--- config.mk ---
export PLATFORM = sky130hd
export DESIGN_NAME = spi_slave_if
export DESIGN_NICKNAME = d
export VERILOG_FILES = /design/src/rtl/spi_pkg.sv /design/src/rtl/spi_shift_reg.sv /design/src/rtl/spi_slave_if.sv
export SDC_FILE = /design/constraint.sdc
export NUM_CORES = 1
export LEC_CHECK = 0
export CAP_MARGIN = 20
export CORE_UTILIZATION = 50
export CTS_BUF_LIST = sky130_fd_sc_hd__clkbuf_16
export CTS_CLUSTER_DIAMETER = 150
export DETAILED_ROUTE_END_ITERATION = 10
export GPL_TIMING_DRIVEN = 0
export PLACE_DENSITY_LB_ADDON = 0.15
export SYNTH_ARGS = -nofsm -noshare
export SYNTH_HDL_FRONTEND = slang
export SYNTH_HIERARCHICAL = 1
export SYNTH_SLANG_ARGS = --single-unit
--- constraint.sdc ---
create_clock -name clk -period 2.6 [get_ports clk]
set_input_delay 0.26 -clock clk [delete_from_list [all_inputs] [get_ports clk]]
set_output_delay 0.26 -clock clk [all_outputs]
set_load 0.05 [all_outputs]
--- src/rtl/spi_pkg.sv ---
// spi_pkg: shared state encoding, command codes and width defaults for the SPI slave
package spi_pkg;
   localparam int DATA_W_DEF = 8;
   localparam int WORD_W_DEF = 10;
   typedef enum logic [2:0] {
      IDLE      = 3'd0,
      CHK_CMD   = 3'd1,
      WRITE     = 3'd2,
      READ_ADD  = 3'd3,
      READ_DATA = 3'd4
   } state_t;
   localparam logic [1:0] CMD_WR_ADDR = 2'b00;
   localparam logic [1:0] CMD_WR_DATA = 2'b01;
   localparam logic [1:0] CMD_RD_ADDR = 2'b10;
   localparam logic [1:0] CMD_RD_DATA = 2'b11;
   // cmd is {first mosi bit, rd_addr_done}: a read is an address read until the address has been taken
   function automatic state_t cmd_state(input logic [1:0] cmd);
      return cmd == CMD_RD_DATA ? READ_DATA :
             cmd == CMD_RD_ADDR ? READ_ADD  :
             cmd inside {CMD_WR_ADDR, CMD_WR_DATA} ? WRITE : IDLE;
   endfunction
endpackage

--- src/rtl/spi_shift_reg.sv ---
// spi_shift_reg: serial-in word assembler and serial-out read byte shifter with their bit counters
module spi_shift_reg
   import spi_pkg::*;
#(
   parameter int DATA_W = DATA_W_DEF,
   parameter int WORD_W = WORD_W_DEF
) (
   input  logic              clk,
   input  logic              rst,
   input  logic              clr,
   input  logic              sh_in,
   input  logic              cnt_en,
   input  logic              mosi,
   input  logic              load,
   input  logic [DATA_W-1:0] tx_data,
   output logic [WORD_W-1:0] word_nxt,
   output logic [3:0]        cnt,
   output logic              tx_busy,
   output logic              tx_last,
   output logic              miso
);
   logic [WORD_W-1:0] sr_q, sr_d;
   logic [3:0] cnt_q, cnt_d, tx_cnt_q, tx_cnt_d;
   logic [DATA_W-1:0] tx_q, tx_d;
   always_comb begin
      word_nxt = {sr_q[WORD_W-2:0], mosi};
      sr_d = sh_in ? word_nxt : sr_q;
      cnt_d = clr ? 4'd0 : cnt_en ? cnt_q + 4'd1 : cnt_q;
      tx_d = load ? tx_data : tx_cnt_q != 4'd0 ? tx_q << 1 : tx_q;
      tx_cnt_d = clr ? 4'd0 : load ? 4'(DATA_W) : tx_cnt_q != 4'd0 ? tx_cnt_q - 4'd1 : 4'd0;
   end
   always_ff @(posedge clk) begin
      if (rst) begin
         sr_q <= '0;
         cnt_q <= 4'd0;
         tx_q <= '0;
         tx_cnt_q <= 4'd0;
      end else begin
         sr_q <= sr_d;
         cnt_q <= cnt_d;
         tx_q <= tx_d;
         tx_cnt_q <= tx_cnt_d;
      end
   end
   assign cnt = cnt_q;
   assign tx_busy = tx_cnt_q != 4'd0;
   assign tx_last = tx_cnt_q == 4'd1;
   assign miso = tx_busy & tx_q[DATA_W-1];
endmodule

--- src/rtl/spi_slave_if.sv ---
// spi_slave_if: SPI slave front end assembling 10-bit RAM commands and returning read bytes on miso
module spi_slave_if
   import spi_pkg::*;
#(
   parameter int DATA_W = DATA_W_DEF,
   parameter int WORD_W = WORD_W_DEF
) (
   input  logic              clk,
   input  logic              rst,
   input  logic              ss_n,
   input  logic              mosi,
   output logic              miso,
   output logic [WORD_W-1:0] rx_data,
   output logic              rx_valid,
   input  logic [DATA_W-1:0] tx_data,
   input  logic              tx_valid
);
   state_t state_q, state_d;
   logic rx_valid_q, rx_valid_d, rd_done_q, rd_done_d;
   logic [WORD_W-1:0] rx_data_q, rx_data_d, word_nxt;
   logic [3:0] cnt;
   logic rx_phase, word_done, sh_in, load, clr, tx_busy, tx_last;
   spi_shift_reg #(.DATA_W(DATA_W), .WORD_W(WORD_W)) u_sr (
      .clk(clk), .rst(rst), .clr(clr), .sh_in(sh_in), .cnt_en(rx_phase), .mosi(mosi),
      .load(load), .tx_data(tx_data), .word_nxt(word_nxt), .cnt(cnt),
      .tx_busy(tx_busy), .tx_last(tx_last), .miso(miso)
   );
   // cnt reaching WORD_W-1 marks a finished word; the state then idles until ss_n rises
   always_comb begin
      rx_phase = !ss_n && state_q inside {WRITE, READ_ADD, READ_DATA} && cnt != 4'(WORD_W-1);
      word_done = rx_phase && cnt == 4'(WORD_W-2);
      sh_in = rx_phase || (!ss_n && state_q == CHK_CMD);
      load = !ss_n && tx_valid && state_q == READ_DATA && cnt == 4'(WORD_W-1) && !tx_busy && rd_done_q;
      clr = ss_n || state_q == IDLE;
      rx_valid_d = word_done;
      rx_data_d = word_done ? word_nxt : rx_data_q;
      rd_done_d = tx_last ? 1'b0 : (word_done && state_q == READ_ADD) ? 1'b1 : rd_done_q;
      state_d = ss_n ? IDLE :
                state_q == IDLE ? CHK_CMD :
                state_q == CHK_CMD ? cmd_state({mosi, rd_done_q}) : state_q;
   end
   always_ff @(posedge clk) begin
      if (rst) begin
         state_q <= IDLE;
         rx_valid_q <= 1'b0;
         rx_data_q <= '0;
         rd_done_q <= 1'b0;
      end else begin
         state_q <= state_d;
         rx_valid_q <= rx_valid_d;
         rx_data_q <= rx_data_d;
         rd_done_q <= rd_done_d;
      end
   end
   assign rx_data = rx_data_q;
   assign rx_valid = rx_valid_q;
endmodule

# Yosys cells after proc, flatten, opt, wreduce, memory -nomap -nowiden
# Cells that the tools add are included.
[classes]
n_mux = 9
addsub = 2
eq_ne = 11
n_bitwise = 2
reduce_logical = 26
[ops]
columns = ["operator", "n"]
rows = [
  ["8-bit two-way mux", 2],
  ["1-bit logical AND", 10],
  ["4-bit equality test (second input constant)", 2],
  ["4-bit two-way mux", 2],
  ["3-bit by 2-bit equality test with 1-bit output (second input constant)", 2],
  ["2-bit nonzero test", 3],
  ["2-bit OR reduction", 3],
  ["4-bit by 1-bit adder with 4-bit output (second input constant)", 1],
  ["2-bit equality test (second input constant)", 2],
  ["4-bit by 1-bit equality test with 1-bit output (second input constant)", 1],
  ["2-bit two-way mux", 2],
  ["4-bit inequality test (second input constant)", 1],
  ["4-bit nonzero test", 1],
  ["4-bit OR reduction", 1],
  ["4-bit by 1-bit subtractor with 4-bit output (second input constant)", 1],
  ["3-bit by 1-bit equality test with 1-bit output (second input constant)", 1],
  ["3-bit equality test (second input constant)", 1],
  ["3-bit logical NOT", 1],
  ["3-bit two-way mux", 1],
  ["3-bit nonzero test", 1],
  ["3-bit OR reduction", 1],
  ["2-bit by 1-bit equality test with 1-bit output (second input constant)", 1],
  ["1-bit logical NOT", 2],
  ["2-bit logical NOT", 1],
  ["4 further kinds", 6],
]
[word_totals]
input_bits = 13
wordCells = 60
reg_bits = 40
out_inout_bits = 12

# Logic depth before layout (Yosys ltp)
[depth]
ltp_word = 7
depth_mapped = 10
mapped_depth_nobuf = 9

# Modules after synthesis
# Netlist, hierarchy kept.
[by_module_without_submodules]
columns = ["module", "instances", "cells_each", "area_per_inst_um2", "seq_area_each_um2"]
rows = [
  ["spi_shift_reg", 1, 111, 1037.2, 500.5],
  ["spi_slave_if", 1, 80, 777.0, 300.3],
]

# Least setup slack after synthesis
# OpenSTA, ideal clock, no wires.
[synth_timing]
kind = "reg2reg"
startpoint = "reg u_sr.tx_cnt_q[0]"
endpoint = "reg u_sr.tx_q[3]"
arrival_time_ns = 2.148
setup_ns = 0.092
period_less_slack_ns = 2.240
required_ns = 2.508
path_slack_ns = 0.360
stages_incl_launch_ff = 11
n_path_buf = 2
cell_sequence = "dfxtp_1 inv_1 ha_1 nor3b_4 inv_2 nor4bb_1 and3_1 buf_2 clkbuf_1 nor3_1 nor4_1"
[synth_via]
elab_chain_cells = 5
elab_cells_between_ends = 6
classes_between = "1 x mux; 5 x reduce/logical"
[synth_rtl]
columns = ["item", "line", "rtl"]
rows = [
  ["from (decl)", "spi_shift_reg.sv:23", "logic [3:0] cnt_q, cnt_d, tx_cnt_q, tx_cnt_d;"],
  ["from (signal assigned)", "spi_shift_reg.sv:42", "tx_cnt_q <= tx_cnt_d;"],
  ["4-bit nonzero test *", "spi_shift_reg.sv:46", "assign tx_busy = tx_cnt_q != 4'd0;"],
  ["via tx_busy", "spi_slave_if.sv:22", "logic rx_phase, word_done, sh_in, load, clr, tx_busy, tx_last;"],
  ["1-bit logical NOT *", "spi_slave_if.sv:33", "load = !ss_n && tx_valid && state_q == READ_DATA && cnt == 4'(WORD_W-1) && !tx_busy && rd_done_q;"],
  ["1-bit logical AND * (2 in a row)", "spi_slave_if.sv:33", ""],
  ["via load", "spi_slave_if.sv:22", ""],
  ["8-bit two-way mux / 2-bit nonzero test (equally long branches)", "-", ""],
  ["to (signal assigned)", "spi_shift_reg.sv:41", "tx_q <= tx_d;"],
  ["to (decl)", "spi_shift_reg.sv:24", "logic [DATA_W-1:0] tx_q, tx_d;"],
]
# Mark *: on every way through the listed nets, which the timed path passes. The rest lies on a longest branch.
# A chain may end at the register's enable or synchronous reset.

# Final worst setup path
[layout_timing]
startpoint = "reg u_sr.tx_cnt_q[0]"
endpoint = "out miso"
[layout_via]
elab_chain_cells = 2
[layout_rtl]
columns = ["item", "line", "rtl"]
rows = [
  ["4-bit nonzero test", "spi_shift_reg.sv:46", ""],
  ["via tx_busy", "spi_slave_if.sv:22", ""],
  ["1-bit AND", "spi_shift_reg.sv:48", "assign miso = tx_busy & tx_q[DATA_W-1];"],
  ["to (decl)", "spi_slave_if.sv:12", "output logic miso,"],
]
# The timed path passes the listed nets, and every way through them passes these cells.

==> flow_summary.toml <==
[clock_tree]
cts_num_sinks = 40
htree_levels = 2
ctsHoldBuffers = 0
ctsResizeCount = 0
numCtsBuffers = 5
cts_tree = "built"
clock_path_buffers = 2
path_clk_slew_ps = 50
clk_latency_ps = 280
root_buffer = "clkbuf_16"

[global_route]
antenna_found_initial = 0
grt_max_degree = 13
grt_pass1_wl_um = 5930
grt.total_usage_pct = 19.3
gr-total-overflow = 0
grt_pass1_vias = 1356

[synth]
syn_avg_cell_area_um2 = 9.50
ys_ff_latch = 40
synth_top_area_share_pct = 44.1
synth_edf_count = 0
synth_nets = 207
synth.distinct_cells = 41
ys.flop_type = "dfxtp_1"
yosysMostFrequentCell = "dfxtp_1"
async_flop_share_pct = 0
netlist_top_cells_count = "dfxtp_1, nor2_1, mux2i_1, nand2b_1, nor3_1"
yosysSeqAreaShare_pct = 44.1
synthCells = 191
synth_area_leaders = "dfxtp_1, mux2i_1, nand2b_1"
yosysTopAreaCell = "dfxtp_1"
mappedNetlistArea_um2 = 1810
synth_warnings = 6

[worst_setup_path]
cp.arrival_ps = 2210
reg2regPathDepth = 10
cpMaxStageDelayCell = "clkdlybuf4s50_1"
rrSetupSlack_ps = 190
crit_type = "flop to primary output"
crit_cells = 6
crit_family = "buffers and inverters"
slowest_delay_ps = 790
required_ps = 2340
path_cells = "inv_1, ha_1, nor3b_4, inv_2, and2_1, clkdlybuf4s50_1"
cp_max_fo = 9
end_kind = "primary output"
path_buf_inv = 3
critPathLaunchType = "flop"

[place]
gp_congestion = 0.781
placed_cells = 261
place_hpwl_um = 2390
numPortBuffers = 24
pre_cts_ws_ps = -87.3
placed_cell_area_um2 = 2110

[sta]
drv_slew = 0
slew_headroom_pct = 66.3
skew_ps = 4.15
fmax_mhz = 406
hold_violations = 0
fin_crit_ps = 2470
grt_setup_unrepaired = "no"
tightest_slew_ps = 504
fin_setup_tns_ps = 0
min_period_over_period_pct = 94.8
hold_ws_ps = 464
setup_viol = 0
layout_setup_ws_ps = 135

[floorplan]
fp.dieW_um = 62.2
die_h_um = 62.2
ioPinCount = 25
initial_core_util_pct = 53.1
rows = 21
coreArea_um2 = 3420
dieArea_um2 = 3870

[route]
antenna_left = 0
routed_wl_um = 3470
routedWlPerCell_um = 12.9
drt_iter0_drc = 100
viasPerCell = 5.20
drt_pass1_iterations = 4
vias = 1400
drc = 0

[cells_and_area]
final_core_util_pct = 66.0
design_area_um2 = 2260
fillers = 275
num_antenna_cells = 0
multi_input_area_um2 = 915
fin_nets = 238
seqCellArea_um2 = 801
area_growth_pct = 24.3
final_layout_size_suffix_gt1_share_pct = 9.42
stdcell_count = 269

[worst_hold_path]
min_path_cells = 1
hp-class = "flop to flop"

[power_and_ir_drop]
intPower_uw = 999
clkPwrFrac_pct = 45.9
vdd_drop_max_uv = 439
pwr-share-comb_pct = 5.0
power_density_nw_per_um2 = 558
p_sw_share_pct = 20.7
switchingPower_uw = 260
pwr-share-seq_pct = 49.1
power_mw = 1.26
p_leak_nw = 0.821

[run_status]
status = "complete, no violations"

[flow_run]
maxCapViolations = 0
## logic make-up (layout without fill, tap and decap cells)
logic type	Yosys count	in the layout	share of synthesized area (%)
compound gates	13	13	5.93
xor+xnor	3	3	1.45
fa+ha+maj	3	3	2.07
buf+inv	16	48	5.45
flops	40	40	44.1
mux	22	22	12.1
simple gates	94	94	28.8
## flip-flops by register name, indices dropped and copies added (netlist names)
name	count
rd_done_q	1
u_sr/tx_q	8
u_sr/sr_q	9
u_sr/cnt	4
rx_valid	1
u_sr/tx_cnt_q	4
state_q	3
rx_data	10
## cell usage in the layout, fill, tap and decap left out, types with 2 or more instances in the layout
master	netlist	routed
dfxtp_1	40	40
nor2_1	29	29
clkdlybuf4s50_1	0	24
nand2b_1	22	22
mux2i_1	22	22
nor3_1	18	18
clkbuf_16	0	5
nor4_1	5	5
a21oi_1	4	4
inv_1	3	4
nor2b_1	3	3
clkbuf_1	4	3
nand2_1	3	3
ha_1	3	3
buf_6	2	2
nor3b_4	2	2
nor3b_1	2	2
a41oi_1	2	2
clkinv_1	1	2
xor2_1	2	2
buf_2	2	2
buf_4	1	2
## worst paths after layout
| path | startpoint | endpoint |
|---|---|---|
| max | u_sr/tx_cnt_q[0] | miso |
| min | u_sr/tx_cnt_q[0] | u_sr/tx_cnt_q[0] |
| max reg2reg | u_sr/tx_cnt_q[0] | u_sr/tx_q[7] |
| min reg2reg | u_sr/tx_cnt_q[0] | u_sr/tx_cnt_q[0] |
## power groups by stage
| stage | sequential (mW) | combinational, mW | clock, mW |
|---|---|---|---|
| 3_3_place_gp | 0.632 | 0.0613 | 0 |
| 5_1_grt | 0.618 | 0.0669 | 0.627 |
| 2_1_floorplan | 0.631 | 0.0341 | 0 |
| 6_report | 0.619 | 0.0623 | 0.578 |
| 4_1_cts | 0.618 | 0.0629 | 0.591 |
| 3_5_place_dp | 0.632 | 0.0623 | 0 |
## final cells by class
type | instances | area share, %
plain buffers | 10 | 3.38
clock buffers | 5 | 5.55
clock inverters | 3 | 0.666
inverters | 5 | 0.832
multi-input cells | 135 | 40.5
flip-flops and latches | 40 | 35.5
well taps | 46 | 2.55
repair buffers | 25 | 11.0
## what timing repair did
item / CTS / global route
endpoints found under the setup margin: 6 / 1
endpoints found under the hold margin: 0 / 0
buffers inserted: 1 / 0
## metal layers
layer	vias up	share of wire, %	GRT usage [%]
met5	-	0	0
met3	2	3.8	5.70
met2	25	49	33.5
met1	657	46	23.1
met4	0	0.78	5.23
li1	716	-	-
(Power assumes the default switching activity.)
